File: src/rtl/lfsr_voice_scheduler_pkg.sv
// Shared types, constants and pitch table for the LFSR voice scheduler.
// Keys 0..7 map to C4..C5; periods are in clock cycles before DIV_SHIFT scaling.
package lfsr_voice_pkg;

    localparam int unsigned NUM_VOICES    = 3;
    localparam int unsigned NUM_KEYS_MAX  = 8;

    typedef logic [2:0] key_idx_t;
    typedef logic [1:0] rank_t;
    typedef logic [1:0] voice_idx_t;

    localparam rank_t RANK_NEWEST = 2'd0;
    localparam rank_t RANK_OLDEST = 2'd2;

    function automatic int unsigned base_period(input key_idx_t key);
        int unsigned p;
        case (key)
            3'd0:    p = 191;
            3'd1:    p = 170;
            3'd2:    p = 152;
            3'd3:    p = 143;
            3'd4:    p = 128;
            3'd5:    p = 114;
            3'd6:    p = 101;
            default: p = 96;
        endcase
        return p;
    endfunction

    function automatic int unsigned max_base_period();
        int unsigned m;
        m = 0;
        for (int k = 0; k < NUM_KEYS_MAX; k++) begin
            if (base_period(key_idx_t'(k)) > m) m = base_period(key_idx_t'(k));
        end
        return m;
    endfunction

endpackage

File: src/rtl/lfsr_voice_scheduler_if.sv
// Key-event and voice-status bundle between the key conditioners, the scheduler
// and the LFSR voices.
interface lfsr_voice_if #(
    parameter int unsigned NUM_KEYS = 8
);
    import lfsr_voice_pkg::*;

    logic [NUM_KEYS-1:0]     key_press;
    logic [NUM_KEYS-1:0]     key_release;
    logic [NUM_VOICES-1:0]   lfsr_en;
    logic [NUM_VOICES-1:0]   voice_active;
    logic [3*NUM_VOICES-1:0] voice_key;
    logic                    steal;

    modport master (
        output key_press,
        output key_release,
        input  lfsr_en,
        input  voice_active,
        input  voice_key,
        input  steal
    );

    modport slave (
        input  key_press,
        input  key_release,
        output lfsr_en,
        output voice_active,
        output voice_key,
        output steal
    );

endinterface

File: src/rtl/lfsr_voice_scheduler_voice_divider.sv
// Per-voice pitch divider: counts 0..period-1 while active and emits a registered
// one-cycle strobe each time the count wraps.
module voice_divider #(
    parameter int unsigned DIV_W = 16
) (
    input  logic             clk,
    input  logic             reset,
    input  logic             active,
    input  logic             restart,
    input  logic             clear,
    input  logic [DIV_W-1:0] period,
    output logic             strobe
);

    logic [DIV_W-1:0] count_q, count_d;
    logic             strobe_q, strobe_d;

    always_comb begin
        count_d  = count_q;
        strobe_d = 1'b0;
        if (restart || clear || !active) begin
            count_d = '0;
        end else if (count_q == period - DIV_W'(1)) begin
            count_d  = '0;
            strobe_d = 1'b1;
        end else begin
            count_d = count_q + DIV_W'(1);
        end
    end

    always_ff @(posedge clk) begin
        if (reset) begin
            count_q  <= '0;
            strobe_q <= 1'b0;
        end else begin
            count_q  <= count_d;
            strobe_q <= strobe_d;
        end
    end

    assign strobe = strobe_q;

endmodule

File: src/rtl/lfsr_voice_scheduler.sv
// Polyphonic key-to-voice allocator: queues key events, services one per cycle,
// steals the oldest voice when full and paces each voice's LFSR at its pitch.
module lfsr_voice_scheduler
    import lfsr_voice_pkg::*;
#(
    parameter int unsigned NUM_KEYS  = 8,
    parameter int unsigned DIV_W     = 16,
    parameter int unsigned DIV_SHIFT = 8
) (
    input logic         clk,
    input logic         reset,
    lfsr_voice_if.slave bus
);

    localparam longint unsigned MaxPeriod = longint'(max_base_period()) << DIV_SHIFT;

    if (MaxPeriod >= (64'd1 << DIV_W)) begin : g_div_w_too_narrow
        $error("DIV_W cannot hold the longest scaled pitch period");
    end

    logic [NUM_KEYS-1:0] press_pend_q, press_pend_d;
    logic [NUM_KEYS-1:0] rel_pend_q, rel_pend_d;
    logic [NUM_KEYS-1:0] eff_press, eff_rel;
    logic [NUM_KEYS-1:0] press_clr, rel_clr;

    logic [NUM_VOICES-1:0]            active_q, active_d;
    key_idx_t [NUM_VOICES-1:0]        key_q, key_d;
    rank_t [NUM_VOICES-1:0]           rank_q, rank_d;
    logic                             steal_q, steal_d;
    logic [NUM_VOICES-1:0]            restart, clear, strobe;

    key_idx_t   rel_sel, press_sel;
    logic       rel_valid, press_valid, press_held, have_free;
    voice_idx_t free_sel, old_sel, tgt;

    // Pulses arriving this cycle are serviceable immediately, giving one-cycle latency.
    always_comb begin
        eff_press   = press_pend_q | bus.key_press;
        eff_rel     = rel_pend_q | bus.key_release;
        rel_valid   = |eff_rel;
        press_valid = |eff_press;
        rel_sel     = '0;
        press_sel   = '0;
        for (int k = NUM_KEYS - 1; k >= 0; k--) begin
            if (eff_rel[k])   rel_sel   = key_idx_t'(k);
            if (eff_press[k]) press_sel = key_idx_t'(k);
        end
    end

    always_comb begin
        have_free  = 1'b0;
        free_sel   = '0;
        old_sel    = '0;
        press_held = 1'b0;
        for (int v = NUM_VOICES - 1; v >= 0; v--) begin
            if (!active_q[v]) begin
                have_free = 1'b1;
                free_sel  = voice_idx_t'(v);
            end
            if (active_q[v] && rank_q[v] == RANK_OLDEST) old_sel = voice_idx_t'(v);
            if (active_q[v] && key_q[v] == press_sel)    press_held = 1'b1;
        end
        tgt = have_free ? free_sel : old_sel;
    end

    always_comb begin
        active_d  = active_q;
        key_d     = key_q;
        rank_d    = rank_q;
        steal_d   = 1'b0;
        restart   = '0;
        clear     = '0;
        press_clr = '0;
        rel_clr   = '0;
        if (rel_valid) begin
            rel_clr[rel_sel] = 1'b1;
            for (int v = 0; v < NUM_VOICES; v++) begin
                if (active_q[v] && key_q[v] == rel_sel) begin
                    active_d[v] = 1'b0;
                    clear[v]    = 1'b1;
                end
            end
        end else if (press_valid) begin
            press_clr[press_sel] = 1'b1;
            if (!press_held) begin
                steal_d = !have_free;
                // Age every younger voice; a free target ages every other active voice.
                for (int v = 0; v < NUM_VOICES; v++) begin
                    if (voice_idx_t'(v) != tgt && active_q[v] && rank_q[v] != RANK_OLDEST &&
                        (!active_q[tgt] || rank_q[v] < rank_q[tgt])) begin
                        rank_d[v] = rank_q[v] + rank_t'(1);
                    end
                end
                active_d[tgt] = 1'b1;
                key_d[tgt]    = press_sel;
                rank_d[tgt]   = RANK_NEWEST;
                restart[tgt]  = 1'b1;
            end
        end
        // A fresh pulse on a bit being retired from the queue keeps it queued.
        press_pend_d = (eff_press & ~press_clr) | (bus.key_press & press_pend_q & press_clr);
        rel_pend_d   = (eff_rel & ~rel_clr) | (bus.key_release & rel_pend_q & rel_clr);
    end

    always_ff @(posedge clk) begin
        if (reset) begin
            press_pend_q <= '0;
            rel_pend_q   <= '0;
            active_q     <= '0;
            key_q        <= '0;
            rank_q       <= '0;
            steal_q      <= 1'b0;
        end else begin
            press_pend_q <= press_pend_d;
            rel_pend_q   <= rel_pend_d;
            active_q     <= active_d;
            key_q        <= key_d;
            rank_q       <= rank_d;
            steal_q      <= steal_d;
        end
    end

    for (genvar v = 0; v < NUM_VOICES; v++) begin : g_voice
        logic [DIV_W-1:0] period;
        assign period = DIV_W'(base_period(key_q[v]) << DIV_SHIFT);

        voice_divider #(
            .DIV_W (DIV_W)
        ) u_divider (
            .clk     (clk),
            .reset   (reset),
            .active  (active_q[v]),
            .restart (restart[v]),
            .clear   (clear[v]),
            .period  (period),
            .strobe  (strobe[v])
        );
    end

    assign bus.lfsr_en      = strobe;
    assign bus.voice_active = active_q;
    assign bus.voice_key    = key_q;
    assign bus.steal        = steal_q;

endmodule

File: src/flat_wrapper.sv
// flat-port wrapper written by rule: the top's interface ports become plain ports
module lfsr_voice_scheduler_flat import lfsr_voice_pkg::*;
#(
    parameter int unsigned NUM_KEYS  = 8,
    parameter int unsigned DIV_W     = 16,
    parameter int unsigned DIV_SHIFT = 8
)
  (clk, reset, bus_key_press, bus_key_release, bus_lfsr_en, bus_voice_active, bus_voice_key, bus_steal);
  lfsr_voice_if #(.NUM_KEYS(NUM_KEYS)) bus_i ();
  input logic clk;
  input logic reset;
  input wire logic [$bits(bus_i.key_press)-1:0] bus_key_press;
  input wire logic [$bits(bus_i.key_release)-1:0] bus_key_release;
  output wire logic [$bits(bus_i.lfsr_en)-1:0] bus_lfsr_en;
  output wire logic [$bits(bus_i.voice_active)-1:0] bus_voice_active;
  output wire logic [$bits(bus_i.voice_key)-1:0] bus_voice_key;
  output wire logic [$bits(bus_i.steal)-1:0] bus_steal;
  assign bus_i.key_press = bus_key_press;
  assign bus_i.key_release = bus_key_release;
  assign bus_lfsr_en = bus_i.lfsr_en;
  assign bus_voice_active = bus_i.voice_active;
  assign bus_voice_key = bus_i.voice_key;
  assign bus_steal = bus_i.steal;
  lfsr_voice_scheduler #(.NUM_KEYS(NUM_KEYS), .DIV_W(DIV_W), .DIV_SHIFT(DIV_SHIFT)) u_core (.clk(clk), .reset(reset), .bus(bus_i));
endmodule
File: config.mk
export PLATFORM = sky130hd
export DESIGN_NAME = lfsr_voice_scheduler_flat
export DESIGN_NICKNAME = d
export VERILOG_FILES = /design/src/rtl/lfsr_voice_scheduler_pkg.sv /design/src/rtl/lfsr_voice_scheduler_if.sv /design/src/rtl/lfsr_voice_scheduler_voice_divider.sv /design/src/rtl/lfsr_voice_scheduler.sv /design/src/flat_wrapper.sv
export SDC_FILE = /design/constraint.sdc
export NUM_CORES = 1
export LEC_CHECK = 0
export ABC_AREA = 1
export CORE_UTILIZATION = 59
export DETAILED_ROUTE_END_ITERATION = 12
export GPL_ROUTABILITY_DRIVEN = 1
export PLACE_DENSITY = 0.76
export SLEW_MARGIN = 20
export SYNTH_ARGS = -nofsm -noshare
export SYNTH_HDL_FRONTEND = slang
export SYNTH_SLANG_ARGS = --single-unit
File: constraint.sdc
create_clock -name clk -period 3.1 [get_ports clk]
set_input_delay 0.62 -clock clk [delete_from_list [all_inputs] [get_ports clk]]
set_output_delay 0.62 -clock clk [all_outputs]
set_load 0.005 [all_outputs]
### Word level (Yosys, flattened, before mapping)

Index checks and enable logic that the tools add are counted.

* add/subtract/negate cells: 9
* multiply operators: 0
* div/mod/pow operators: 0
* $lt $le $gt $ge: 9
* equal/unequal tests: 39
* shift-type cells: 0
* mux-type cells: 78
* bitwise operators: 18
* reductions and logical operators: 53

Operators with widths (number)
* 8-bit case mux with 7 select lines: 3
* 3-bit two-way mux: 24
* 16-bit by 1-bit adder with 16-bit output, second input constant: 3
* 8-bit AND: 6
* 16-bit == test: 3
* 16-bit by 1-bit subtractor with 16-bit output, second input constant: 3
* 2-bit two-way mux: 21
* 8-bit OR: 4
* 3-bit == test, second input constant: 9
* 8-bit two-way mux: 3
* 1-bit logical AND: 21
* 1-bit two-way mux: 19
* 3-bit by 2-bit == test with 1-bit output, second input constant: 6
* 3-bit == test: 6
* 8-bit NOT: 2
* 8-bit OR reduction: 2
* 2-bit inequality test, second input constant: 6
* 3-bit AND reduction: 4
* 11-bit OR reduction: 1
* 9-bit bitwise mux: 1
* 3-bit by 1-bit == test with 1-bit output, second input constant: 3
* 3-bit logical NOT: 3
* 1-bit logical OR: 9
* 3-bit OR reduction: 3
* 23 further kinds: 41

* register bits after elaboration: 86
* latch bits: 0
* memory bits (writable): 0
* bits in read-only memories: 0
* input bits: 18
* output and inout bits: 16
* word-level logic and storage cells: 224
* memories: 0

### Depth between registers and ports, before layout

Gate-level depths: netlist of run 1.

* word-level depth: 20
* mapped depth: 18
* mapped depth without buffers: 18

### Hierarchy

From an unflattened synthesis of run 1, not the netlist that was laid out.

* cells, all modules: 1188
* area, all modules: 7323.3 µm²

By module, submodules not included
* voice_divider: instances 3, cells each 257, area an instance 1582.8 µm², seq. area each 340.3 µm²
* lfsr_voice_scheduler: instances 1, cells each 417, area an instance 2575.0 µm², seq. area each 700.7 µm²

### Least setup slack after synthesis of run 1

Ideal clock, no wire load.

* path kind: reg2reg
* start: reg u_core.key_q (netlist bit u_core.bus.voice_key[4])
* end: reg u_core.g_voice[1].u_divider.count_q[7]
* library setup time: 117 ps
* data arrival time: 2396 ps
* data required time: 2983 ps
* path slack: 587 ps
* stages on the path, launching flop included: 16
* buffers on the path: 2
* period minus slack after synthesis: 2513 ps
* path through: dfxtp_1 clkbuf_1 nor2_1 nor2_1 inv_1 o21ai_0 ha_1 nand2_1 inv_1 nor2_1 or3_1 a211oi_1 nand3_1 nand2_4 buf_6 nor2_2

* longest elaborated chain between the ends: 10
* elaborated cells between the ends (all ways): 24
* classes of those cells: add/sub: 1; eq/ne: 9; mux: 8; reduce/logical: 6

RTL lines
* start, declared: RTL line lfsr_voice_scheduler.sv:27 `key_idx_t [NUM_VOICES-1:0] key_q, key_d;`
* start signal, assigned: RTL line lfsr_voice_scheduler.sv:117 `key_q <= key_d;`
* parallel branches: the longest is 9 deep, another holds 16-bit by 1-bit subtractor with 16-bit output
* 3-bit OR reduction (no source line) (*)
* end signal, assigned: RTL line lfsr_voice_scheduler_voice_divider.sv:36 `count_q <= count_d;`
* end, declared: RTL line lfsr_voice_scheduler_voice_divider.sv:15 `logic [DIV_W-1:0] count_q, count_d;`

Every way passes the cells marked *.
A chain may end at the register's enable or synchronous reset.

### Final worst setup path of run 1

* start: reg u_core.key_q (netlist bit u_core.bus.voice_key[3])
* end: reg u_core.g_voice[1].u_divider.count_q[4]

Same word-level chain as after synthesis.

==> results.md, run 1 <==
Timing:
- The number of hold violations in the final report is 0.
- The smallest clock period supported by the final layout is computed as 2.79 ns.
- The count of final max-slew check failures is 0.
- The peak clock frequency supported by timing is 359 MHz.
- The final critical path takes up 89.9% of the cycle.
- At the pin with the least slew margin, the transition time is 0.474 ns.
- The worst-case headroom to the max-slew limit is 68.2%.
- The post-layout worst setup margin is 0.313 ns.
- For the final database, setup skew stands at 0.00982 ns.
- The summed negative setup slack over all endpoints is 0 ns.
- Setup repair after global routing left no endpoint under its margin.
- Setup violations remaining at the end of the flow were counted as 0.

Worst setup path:
- The cell with the largest stage delay on the worst path is sky130_fd_sc_hd__dfxtp_1.
- Of all nets on the critical path, the largest fanout is 16.
- The largest single stage delay on the critical path is 0.54 ns.
- Data arrives at the worst endpoint at 3.04 ns.
- The number of buffers and inverters on the critical path is 2.
- STA classifies the critical path startpoint as a register.
- In this run the number of cells on the critical path is 13.
- The cell that appears most often on the critical path is sky130_fd_sc_hd__nor2_1.
- The kind of cell adding the most delay to the critical path is simple AND/OR/NAND/NOR gates.
- Traced cell by cell, the critical path runs through nor2_1 -> nor2_1 -> inv_1 -> o21ai_0 -> ha_1 -> nand2_1 -> inv_1 -> nor2_1 -> or3_1 -> a211oi_1 -> nand3_1 -> nand2_4 -> nor2_1.
- STA puts the critical path data required time at 3.35 ns.
- The endpoint kind of the worst setup timing path is a register.
- The worst-case reg-to-reg path depth is 13.
- The classification of the worst setup path is register to register.

Die:
- Once the floorplan was initialized, standard cells occupied 61.9% of the core.
- Pin placement for this block handled 34 I/O pins.
- The core region is 8340 um^2.
- In this run the horizontal extent of the chip is 95.5 um.
- The area enclosed by the die boundary is 9130 um^2.
- The die outline height is 95.5 um.
- The initialized floorplan defines 33 standard-cell rows.

Synth:
- The sequential share of the synthesized area is 33.4%.
- Of all flip-flops after synthesis, the portion carrying an async set or reset was 0%.
- The mean instance size in the synthesized netlist is 6.94 um^2.
- The most used flip-flop cell after synthesis is sky130_fd_sc_hd__dfxtp_1.
- The number of distinct standard cells referenced by the synthesized netlist is 43.
- In this run the biggest area consumer among cell types represents 33.4% of the synthesized area.
- The synthesized design contains 0 enable-type register cells.
- For this run, the number of Yosys warnings is 0.
- Synthesis produced a netlist with a net count of 774.
- Synthesis inferred 86 register bits.
- The synthesized instance count is 744.
- Summing every instance area after synthesis gives 5160 um^2.
- In the post-synthesis netlist, the biggest area contributors are sky130_fd_sc_hd__dfxtp_1 33%, sky130_fd_sc_hd__nand2_1 12%, sky130_fd_sc_hd__nor2_1 8.4%.
- Of all cell types, the one taking the most synthesized area is sky130_fd_sc_hd__dfxtp_1.

Clock network:
- The total CTS buffers is 9.
- The clock net sink count is 86.
- The count of hold buffers inserted by post-cts repair is 0.
- The clock tree synthesis step divided the H-tree into 3 levels.
- The clock edge transition at the registers on the reported setup and hold paths is 0.09 ns.
- The post-cts sizing count is 0.
- TritonCTS built the clock tree.
- The library cell used as clock root buffer is sky130_fd_sc_hd__clkbuf_8.
- The clock tree buffer depth is 2.
- For the worst-skew pair, the clock arrives at the later sink with an insertion delay of 0.36 ns.
- The total setup buffers inserted after CTS is 0.

Power and ir drop:
- Per report_power, the clock group accounts for 36.9% of the total.
- The leakage power of the design is 2.21 nW.
- Of the total power, the share spent switching nets is 25.8%.
- The power density over the cells is 346 nW/um^2.
- Summed over all nets, the switching power comes to 0.511 mW.
- The combinational share of power is 6.4%.
- The worst-case vdd ir drop is 0.000276 V.
- The design internal power is 1.47 mW.
- The register share of total power is 56.7%.
- Total power for the finished layout comes to 1.98 mW.

Route:
- Once detail routing completed, the nets flagged for antenna violations numbered 0.
- The wire length after detailed routing is 10.7 mm.
- Dividing the detail-routed wire length by the instance count gives 12.0 um.
- The count of routing violations after the opening detailed-route iteration is 233.
- The final route contains 4,646 vias.
- The DRC violations left is 0.
- The first-pass detailed-route iteration total is 5.
- The number of vias per cell after detailed routing is 5.23.

Final layout:
- Leaving out fill and tap cells, the most frequent cell in the layout is sky130_fd_sc_hd__nand2_1.
- The share of post-route cells with drive strength above 1 is 9.95%.
- The number of inserted diodes is 0.
- The total number of nets in the final design is 809.
- The area growth from synthesis to final layout is 11.2%.
- Leaving out fill and tap cells, the most frequent cells in the layout are 160 x sky130_fd_sc_hd__nand2_1, 115 x sky130_fd_sc_hd__nor2_1, 97 x sky130_fd_sc_hd__inv_1.
- The final standard cell area without fillers is 5740 um^2.
- Fill cells in the final layout number 735.

Global route:
- The maximum number of pins on one net before global-route repair is 17.
- The overflow left after global routing is 0.
- The initial antenna violation count is 0.
- The first global-routing pass estimated 18.3 mm of wire.
- The via count of the first global-routing pass is 4,295.
- Across every metal layer, demand over resource in global routing totals 25.3%.

Place:
- At the end of routability-driven placement, the weighted congestion stood at 0.956.
- Prior to clock tree synthesis, the placed netlist has a worst setup slack of 0.0977 ns.
- In this run the cell area measured after placement is 5560 um^2.
- The count of port buffers added during placement is 33.
- The sum of net half-perimeters after detailed placement is 8.17 mm.

Flow run:
- The total of max-cap violations is 0.

Worst hold path:
- The cell depth of the worst hold path is 1.
- The tightest min-delay check is of the register to register type.

Status:
- The flow ran to the end, and the final reports show no timing, DRC or antenna violations.
## worst paths after layout
kind / start / endpoint / slack, ns
hold reg to reg: u_core.g_voice[2].u_divider.count_q[0] / u_core.g_voice[2].u_divider.count_q[0] / 0.45
hold / removal: u_core.g_voice[2].u_divider.count_q[0] / u_core.g_voice[2].u_divider.count_q[0] / 0.45
setup reg to reg: u_core.bus.voice_key[3] / u_core.g_voice[1].u_divider.count_q[4] / 0.31
setup / recovery: u_core.bus.voice_key[3] / u_core.g_voice[1].u_divider.count_q[4] / 0.31
## cell families (layout without fill, tap and decap cells)
| group | after synthesis | count (layout) | share of synthesized area [%] |
|---|---|---|---|
| adders and majority gates | 12 | 12 | 2.91 |
| xor gates and xnor gates | 52 | 52 | 8.82 |
| and+or+nand+nor | 405 | 405 | 36.9 |
| DFF | 86 | 86 | 33.4 |
| buffers and inverters | 121 | 161 | 10.2 |
| AOI/OAI and AO/OA | 68 | 68 | 7.85 |
## area by class of cell
cell class	instances	area [um^2]	area share, %
repair buffers	43	405	7.06
multi-input cells	537	2920	50.8
clock inverters	7	57.6	1.00
well taps	105	131	2.29
inverters	102	383	6.67
clock buffers	9	124	2.16
flip-flops and latches	86	1720	30.0
## routing by layer
metal | track usage, % | vias up | wire (um)
met2 | 44.7 | 112 | 5130
met3 | 4.47 | 18 | 517
met5 | 0 | - | 0
li1 | - | 2413 | -
met1 | 30.0 | 2103 | 4830
met4 | 10.2 | 0 | 178
## Yosys cell counts, drive strengths merged, types with 2 or more instances
library cell,instances
nand2,171
nor2,147
inv,99
dfxtp,86
nand3,56
xor2,41
a21oi,26
o21ai,18
buf,12
ha,12
nor3,12
xnor2,11
a211oi,10
clkbuf,7
nand4,6
o22ai,6
or2,6
a311oi,4
clkinv,3
nor4,3
or3,2
## sequential cells by signal (all words and copies together), names as in the netlist
name                              count
u_core.bus.voice_key                  9
u_core.press_pend_q                   8
u_core.rel_pend_q                     8
u_core.rank_q                         6
u_core.g_voice.u_divider.strobe       3
u_core.g_voice.u_divider.count_q     48
u_core.bus.voice_active               3
u_core.bus.steal                      1
## power by group through the flow
stage / clock [mW] / sequential, mW / combinational [mW]
after floorplan: 0 / 1.15 / 0.0754
after global placement: 0 / 1.15 / 0.122
after detailed placement: 0 / 1.15 / 0.125
after CTS: 0.757 / 1.13 / 0.126
after global routing: 0.796 / 1.13 / 0.141
final: 0.732 / 1.13 / 0.126
## per-stage QoR
step	hold slack [ns]	util, %	cells
after CTS	0.454	68.8	889
after floorplan	0.417	-	744
final	0.449	68.8	889
after detailed placement	0.436	66.6	873
after global placement	0.426	66.6	873
after global routing	0.481	68.8	889
No activity file was read; power rests on OpenSTA's default activity.
==> run 2: changes to the inputs <==
CORE_UTILIZATION = 54   (was 59)
PLACE_DENSITY = 0.79   (was 0.76)
clock period = 2.4 ns   (was 3.1 ns; I/O delays follow)
==> run 2 against run 1 <==
Largest cell class unchanged. Clock power increased by 21%. Critical endpoint is now u_core.g_voice[1].u_divider.count_q[14]. Clock skew decreased by 0.0022 ns. Sequential power increased by 28%. Wire length increased by 18%. Combinational power increased by 68%. Count of clock-buffer cells in the layout increased by 2.
==> results.md, run 2 (synthesis gave the netlist of run 1 again) <==
Status:
- The flow ran to the end, and the final reports show no timing, DRC or antenna violations.

Global route:
- The via count of the first global-routing pass was 4,850.
- The wire length of the first global-routing pass is 20.6 mm.
- The combined global-route utilization of all metal layers is 25.6%.
- Entering global routing, the biggest net connects 17 pins.
- The overflow left after global routing is 0.
- The initial antenna violation count is 0.

Route:
- The via count of the routed design is 5,030.
- The wire length after detailed routing is 12.5 mm.
- After detailed routing, the number of vias per cell comes to 5.10.
- Dividing the detail-routed wire length by the instance count gives 12.7 um.
- The first detailed-routing pass ran for 7 iterations.
- The count of nets left with antenna violations once routing finished came out at 0.
- In the routed design, unresolved DRC markers number 0.
- In this run, the number of DRC markers left after iteration 0 of detailed routing was 252.

Final layout:
- The filler cells instantiated in the layout total 707.
- In the layout the commonest cells are 147 x sky130_fd_sc_hd__nand2_1, 104 x sky130_fd_sc_hd__nor2_1, 91 x sky130_fd_sc_hd__inv_1.
- The share of post-route cells with drive strength above 1 is 24.6%.
- The most common library cell in the layout ignoring fill and taps is sky130_fd_sc_hd__nand2_1.
- The number of antenna diodes in the final layout is 0.
- For this run, the post-layout net count is 883.
- The utilization after layout is 72.0%.
- The number of flip-flops in the largest register is 48.
- The register bank with the most flops is u_core.g_voice.u_divider.count_q.
- The area occupied by registers is 1740 um^2.
- The area of combinational cells with multiple inputs is 3170 um^2.
- Leaving out filler cells and counting taps, the final layout contains 986.
- Relative to the synthesized area, the layout overhead comes to 28.8%.

Worst setup path:
- The highest net fanout along the worst path is 8.
- The worst-case reg-to-reg path depth is 14.
- The worst setup path is captured at a register.
- The critical path data arrival time is 2.68 ns.
- The classification of the worst setup path is input port to register.
- The worst setup slack for register-to-register paths is 0.08 ns.
- The worst reg2reg path startpoint is u_core.bus.voice_key[4].
- The kind of cell adding the most delay to the critical path is simple AND/OR/NAND/NOR gates.
- The critical path goes through clkdlybuf4s50_1 -> inv_1 -> nand2_1 -> nor2_4 -> buf_4 -> nand2_4 -> nand2_4 -> nand2_1 -> nand3_1 -> nor2_1 -> nand3_2 -> nand4_1 -> nor2_4 -> nor2_4 -> nand2_4 -> nor2_2.
- The capturing point of the worst reg2reg path is u_core.g_voice[1].u_divider.count_q[7].
- The largest single stage delay on the critical path is 0.48 ns.
- The launching instance or port of the critical path is bus_key_press[4].
- Counting both buffers and inverters, the worst setup path holds a total of 3.
- The cell with the largest stage delay on the worst path is sky130_fd_sc_hd__clkdlybuf4s50_1.
- The data required time of the critical path is 2.69 ns.
- The startpoint kind of the worst setup timing path is an input port.

Timing:
- Setup violations remaining at the end of the flow were counted as 0.
- The slew at the pin closest to its max-slew limit is 0.391 ns.
- In the post-route analysis, the smallest setup slack over all paths is 0.00622 ns.
- Setup repair after global routing could not meet its margin everywhere.
- The summed negative setup slack over all endpoints is 0 ns.
- The count of final max-slew check failures was 0.
- Across all hold checks on the routed design, the worst slack comes to 0.456 ns.
- The number of hold violations in the final report is 0.
- The worst pin sits at a relative slew slack of 73.7%.
- Timing would allow up to 418 MHz.
- For the final database, setup skew stands at 0.00764 ns.
- The worst path uses 99.7% of the clock period.
- Counting I/O delays and the setup requirement, the final critical path takes 2.39 ns.

Clock network:
- The total CTS buffers is 9.
- CTS built an H-tree with a depth of 3.
- The clock net sink count is 86.
- The source-to-sink clock delay at the later pin of the worst-skew pair is 0.35 ns.
- In this run the clock root is driven by a sky130_fd_sc_hd__clkbuf_8.
- The clock tree buffer depth is 2.
- The clock edge transition at the registers on the reported setup and hold paths is 0.08 ns.
- The clock tree from TritonCTS is yes.

Power and ir drop:
- The leakage power of the design is 2.66 nW.
- The design internal power is 1.94 mW.
- The worst-case vdd ir drop is 0.000524 V.
- Combinational cells account for 8.3% of the total power.
- The power density over the cells is 384 nW/um^2.
- The fraction of power consumed by the clock network is 34.8%.
- The register share of total power is 56.9%.
- The fraction of power spent switching nets is 24.1%.
- In this run the power spent charging and discharging nets is 0.616 mW.

Worst hold path:
- The startpoint identified for the worst hold timing path is u_core.g_voice[1].u_divider.count_q[0].
- The cell depth of the worst hold path is 1.
- The worst hold path belongs to the class register to register.
- The worst min-delay path endpoint is u_core.g_voice[1].u_divider.count_q[0].

Place:
- The count of port buffers added during placement is 33.
- The sum of net half-perimeters after detailed placement is 9.35 mm.
- The congestion estimate from routability-driven global placement came to 0.936.
- Including well taps, the total number of placed cells is 963.
- Prior to clock tree synthesis, the placed netlist has a worst setup slack of -0.334 ns.

Die:
- The die covers 9950 um^2.
- The starting density of the core is 55.9%.
- The die is 99.8 um tall.
- The top-level I/O count is 34.
- The floorplan core area is 9240 um^2.
- The initialized floorplan defines 35 standard-cell rows.
- The die width is 99.8 um.

Flow run:
- The total of max-cap violations is 0.
run 2: changes by cell type in the layout (fill, tap and decap cells not counted), sizes merged:
cell           previous run  this run
buf                      10        83
clkbuf                    9        11
clkdlybuf4s50            33        30
clkinv                    5         6
clkinvlp                  2         1
dlymetal6s2s              0         3
inv                     102        99
nand2                   171       172
run 2: timing repair:
item,4_1_cts,5_1_grt
buffers inserted,0,7
cloned,1,0
setup endpoints to repair,34,67
pin swaps,4,33
resized for setup,13,73
hold buffers,0,0
run 2: cell type report:
class                      instances  area share, %
multi-input combinational        538           47.7
clock inverter                     4          0.358
tap                              129           2.43
sequential                        86           26.2
inverter                         102           5.85
timing repair buffer             116           15.4
clock buffer                      11           2.13
run 2: worst max path at each step:
stage                                              endpoint  slack, ns  cells after the start
detailed placement   u_core.g_voice[2].u_divider.count_q[2]      -0.33                     16
finish              u_core.g_voice[1].u_divider.count_q[14]      0.006                     16
global route         u_core.g_voice[0].u_divider.count_q[8]      -0.06                     16
CTS                 u_core.g_voice[0].u_divider.count_q[15]     0.0009                     15
global placement     u_core.g_voice[2].u_divider.count_q[4]      -0.30                     16
floorplan            u_core.g_voice[1].u_divider.count_q[7]       0.03                     15
run 2: power groups by stage:
stage               clock network [mW]  logic, mW  registers [mW]
finish                           0.889      0.212            1.45
global route                     0.966      0.232            1.45
CTS                              0.917      0.199            1.45
detailed placement                   0      0.198            1.49
global placement                     0      0.194            1.49
floorplan                            0     0.0974            1.49
run 2: layer usage:
metal / routed length [um] / track usage (%)
met2: 6560 / 47.3
met1: 5000 / 29.5
met3: 669 / 4.78
met4: 306 / 8.60
met5: 0 / 0
run 2: metrics by stage:
step / power, mW / area, um^2
2_1_floorplan: 1.58 / 5160
3_5_place_dp: 1.69 / 6130
3_3_place_gp: 1.68 / 6130
6_report: 2.55 / 6650
4_1_cts: 2.57 / 6350
5_1_grt: 2.65 / 6650
==> run 3: changes to the inputs <==
SKIP_LAST_GASP = 1   (was unset)
==> run 3 against run 2 <==
Power is essentially flat. Critical endpoint unchanged. Worst setup slack gained 0.018 ns. Non-clock buffer count is the same. Cell area is the same. Largest cell class unchanged. Cell count is the same. Hold slack is the same. Die area is the same. Flip-flop and latch count is the same. Maximum frequency grew 0.77%. Sequential share of layout area is the same. Clock power is essentially flat.
==> results.md, run 3 (synthesis gave the netlist of run 1 again) <==
Status:
- The run finished with clean final reports.

Power and ir drop:
- The register share of total power is 56.8%.
- The combinational share of power is 8.3%.
- Of the total power, the share spent switching nets is 24.2%.
- Across the VDD grid, the largest voltage drop is 0.000524 V.
- Summed over all nets, the switching power comes to 0.617 mW.
- The power density over the cells is 384 nW/um^2.
- The power consumption is 2.55 mW.
- The fraction of power consumed by the clock network is 34.9%.
- In this run the static leakage power is 2.66 nW.
- The design internal power is 1.94 mW.

Worst setup path:
- The data required time of the critical path is 2.69 ns.
- The largest individual stage delay along the critical path comes from the cell sky130_fd_sc_hd__clkdlybuf4s50_1.
- STA classifies the critical path endpoint as a register.
- Along the worst path, the maximum fanout reaches 8.
- The classification of the worst setup path is input port to register.
- Measured in cells, the most critical reg-to-reg path has a length of 14.
- STA puts the critical path data arrival time at 2.66 ns.
- In this run the register-to-register setup slack is 0.07 ns.
- The capturing point of the worst reg2reg path is u_core.g_voice[1].u_divider.count_q[7].
- Traced cell by cell, the critical path runs through clkdlybuf4s50_1 -> inv_1 -> nand2_1 -> nor2_4 -> buf_4 -> nand2_4 -> nand2_4 -> nand2_1 -> nand3_1 -> nor2_1 -> nand3_2 -> nand4_1 -> nor2_4 -> nor2_4 -> nand2_4 -> nor2_2.
- STA classifies the critical path startpoint as an input port.
- The startpoint identified for the worst register-to-register timing path is u_core.bus.voice_key[4].
- The critical path's largest stage delay is 0.48 ns.

Route:
- The via count of the routed design is 5,035.
- For this run, design rule violations remaining after detail routing come to 0.
- In the final routed layout, each cell accounts on average for 12.8 um.
- The residual antenna-violating net count after detailed routing is 0.
- The wire length after detailed routing is 12.6 mm.
- The number of vias per cell after detailed routing is 5.11.
- Routed signal wires occupy layers up through met4.
- The routed design uses 580 um of met3 wire.
- The count of routing violations after the opening detailed-route iteration is 274.
- In the detailed route, the total length drawn on met2 is 6.63 mm.
- The detailed router put a total of 5.11 mm of wire on met1.
- The first-pass detailed-route iteration total is 6.

Worst hold path:
- The type of the tightest min-delay check is register to register.
- In this run the most critical hold path is launched from u_core.g_voice[1].u_divider.count_q[0].
- The cell depth of the worst hold path is 1.
- For hold timing, the worst endpoint is u_core.g_voice[1].u_divider.count_q[0].

Die:
- The starting density of the core is 55.9%.
- The die width is 99.8 um.
- The die outline height is 99.8 um.
- The total area inside the core boundary comes to 9240 um^2.
- The top-level I/O count is 34.
- The total number of placement rows is 35.
- The floorplan step defined a die boundary enclosing 9950 um^2.

Final layout:
- In the layout the commonest cells are 147 x sky130_fd_sc_hd__nand2_1, 104 x sky130_fd_sc_hd__nor2_1, 91 x sky130_fd_sc_hd__inv_1.
- The most common library cell in the layout ignoring fill and taps is sky130_fd_sc_hd__nand2_1.
- The area growth from synthesis to layout is 28.8%.
- The register with the most flip-flops in the layout has 48 of them.
- The total number of nets in the final design is 883.
- In the final layout, the share of cells above drive strength 1 is 24.6%.
- After routing the design area is 6650 um^2.
- Ranked by flip-flop count, first place goes to u_core.g_voice.u_divider.count_q.
- 0 antenna diodes ended up in the layout.

Timing:
- The summed negative setup slack over all endpoints is 0 ns.
- Setup violations remaining at the end of the flow were counted as 0.
- The worst-case headroom to the max-slew limit is 73.7%.
- The share of the cycle needed by the critical path after routing is 99.0%.
- The clock skew after layout is 0.00721 ns.
- The number of hold violations in the final report is 0.
- For this run, the top clock speed supported by timing is 421 MHz.
- The slew at the pin closest to its max-slew limit is 0.391 ns.
- Counting I/O delays and the setup requirement, the final critical path takes 2.38 ns.
- The count of final max-slew check failures is 0.
- Setup repair after global routing could not meet its margin everywhere.

Clock network:
- The clock tree synthesis step divided the H-tree into 3 levels.
- Clock tree synthesis inserted a total of 9 buffers.
- CTS placed an instance of sky130_fd_sc_hd__clkbuf_8 at the clock tree root.
- At the later pin of the worst-skew pair, clock insertion delay measures 0.35 ns.
- The clock edge transition at the registers on the reported setup and hold paths is 0.08 ns.
- The clock tree buffer depth is 2.
- The clock tree from TritonCTS is yes.
- The clock net sink count is 86.
- Buffers inserted to repair hold after CTS numbered 0.

Global route:
- The wire length of the first global-routing pass is 20.6 mm.
- The initial antenna violation count was 0.
- The via count of the first global-routing pass came to 4,850.
- After global routing the overflow that remains totals 0.
- Global routing used 25.6% of the available tracks across all layers.
- The maximum number of pins on one net before global-route repair is 17.

Place:
- At the end of routability-driven placement, the weighted congestion stood at 0.936.
- The wire-length estimate of the detail-placed layout is 9.35 mm.
- After detailed placement, the total cell area comes to 6130 um^2.
- The count of port buffers added during placement is 33.

Flow run:
- The total of max-cap violations is 0.
## run 3: cell counts in the layout (fill, tap and decap cells not counted)
Identical to the previous run, type by type.
## run 3: area by class of cell
cell class | instances | area (um^2)
repair buffers | 116 | 1020
multi-input cells | 538 | 3170
flip-flops and latches | 86 | 1740
clock buffers | 11 | 141
well taps | 129 | 161
fillers | 707 | 2590
inverters | 102 | 389
clock inverters | 4 | 23.8
## run 3: per-layer routing
metal / vias up / GRT usage, %
li1: 2552 / -
met1: 2318 / 29.5
met2: 135 / 47.3
met3: 30 / 4.78
met4: 0 / 8.60
met5: - / 0
## run 3: how the worst max path moves through the flow
stage,startpoint,endpoint
floorplan,u_core.bus.voice_key[3],u_core.g_voice[1].u_divider.count_q[7]
global placement,bus_key_press[3],u_core.g_voice[2].u_divider.count_q[4]
detailed placement,bus_key_press[7],u_core.g_voice[2].u_divider.count_q[2]
CTS,u_core.bus.voice_key[0],u_core.g_voice[0].u_divider.count_q[15]
global route,u_core.bus.voice_key[0],u_core.g_voice[0].u_divider.count_q[8]
finish,bus_key_press[4],u_core.g_voice[1].u_divider.count_q[14]
## run 3: timing repair
item                       4_1_cts  5_1_grt
resized for setup               13       73
setup buffers                    0        7
setup endpoints to repair       34       67
pin swaps                        4       33
gates cloned                     1        0
## run 3: power groups by stage
stage | clock (mW) | sequential [mW] | combinational, mW
6_report | 0.890 | 1.45 | 0.212
5_1_grt | 0.966 | 1.45 | 0.232
4_1_cts | 0.917 | 1.45 | 0.199
3_5_place_dp | 0 | 1.49 | 0.198
3_3_place_gp | 0 | 1.49 | 0.194
2_1_floorplan | 0 | 1.49 | 0.0974
## run 3: critical path: cells and delay by family
family	cells	cell delay (ns)
buffers and inverters	3	0.65
AND/OR/NAND/NOR	13	1.52
## run 3: through the flow
step | hold slack, ns | setup WS [ns] | util [%] | cells
4_1_cts | 0.458 | 0.000939 | 68.7 | 979
3_5_place_dp | 0.441 | -0.334 | 66.4 | 963
2_1_floorplan | 0.417 | 0.0294 | - | 744
6_report | 0.456 | 0.0245 | 72.0 | 986
3_3_place_gp | 0.426 | -0.300 | 66.4 | 963
5_1_grt | 0.480 | -0.0626 | 72.0 | 986
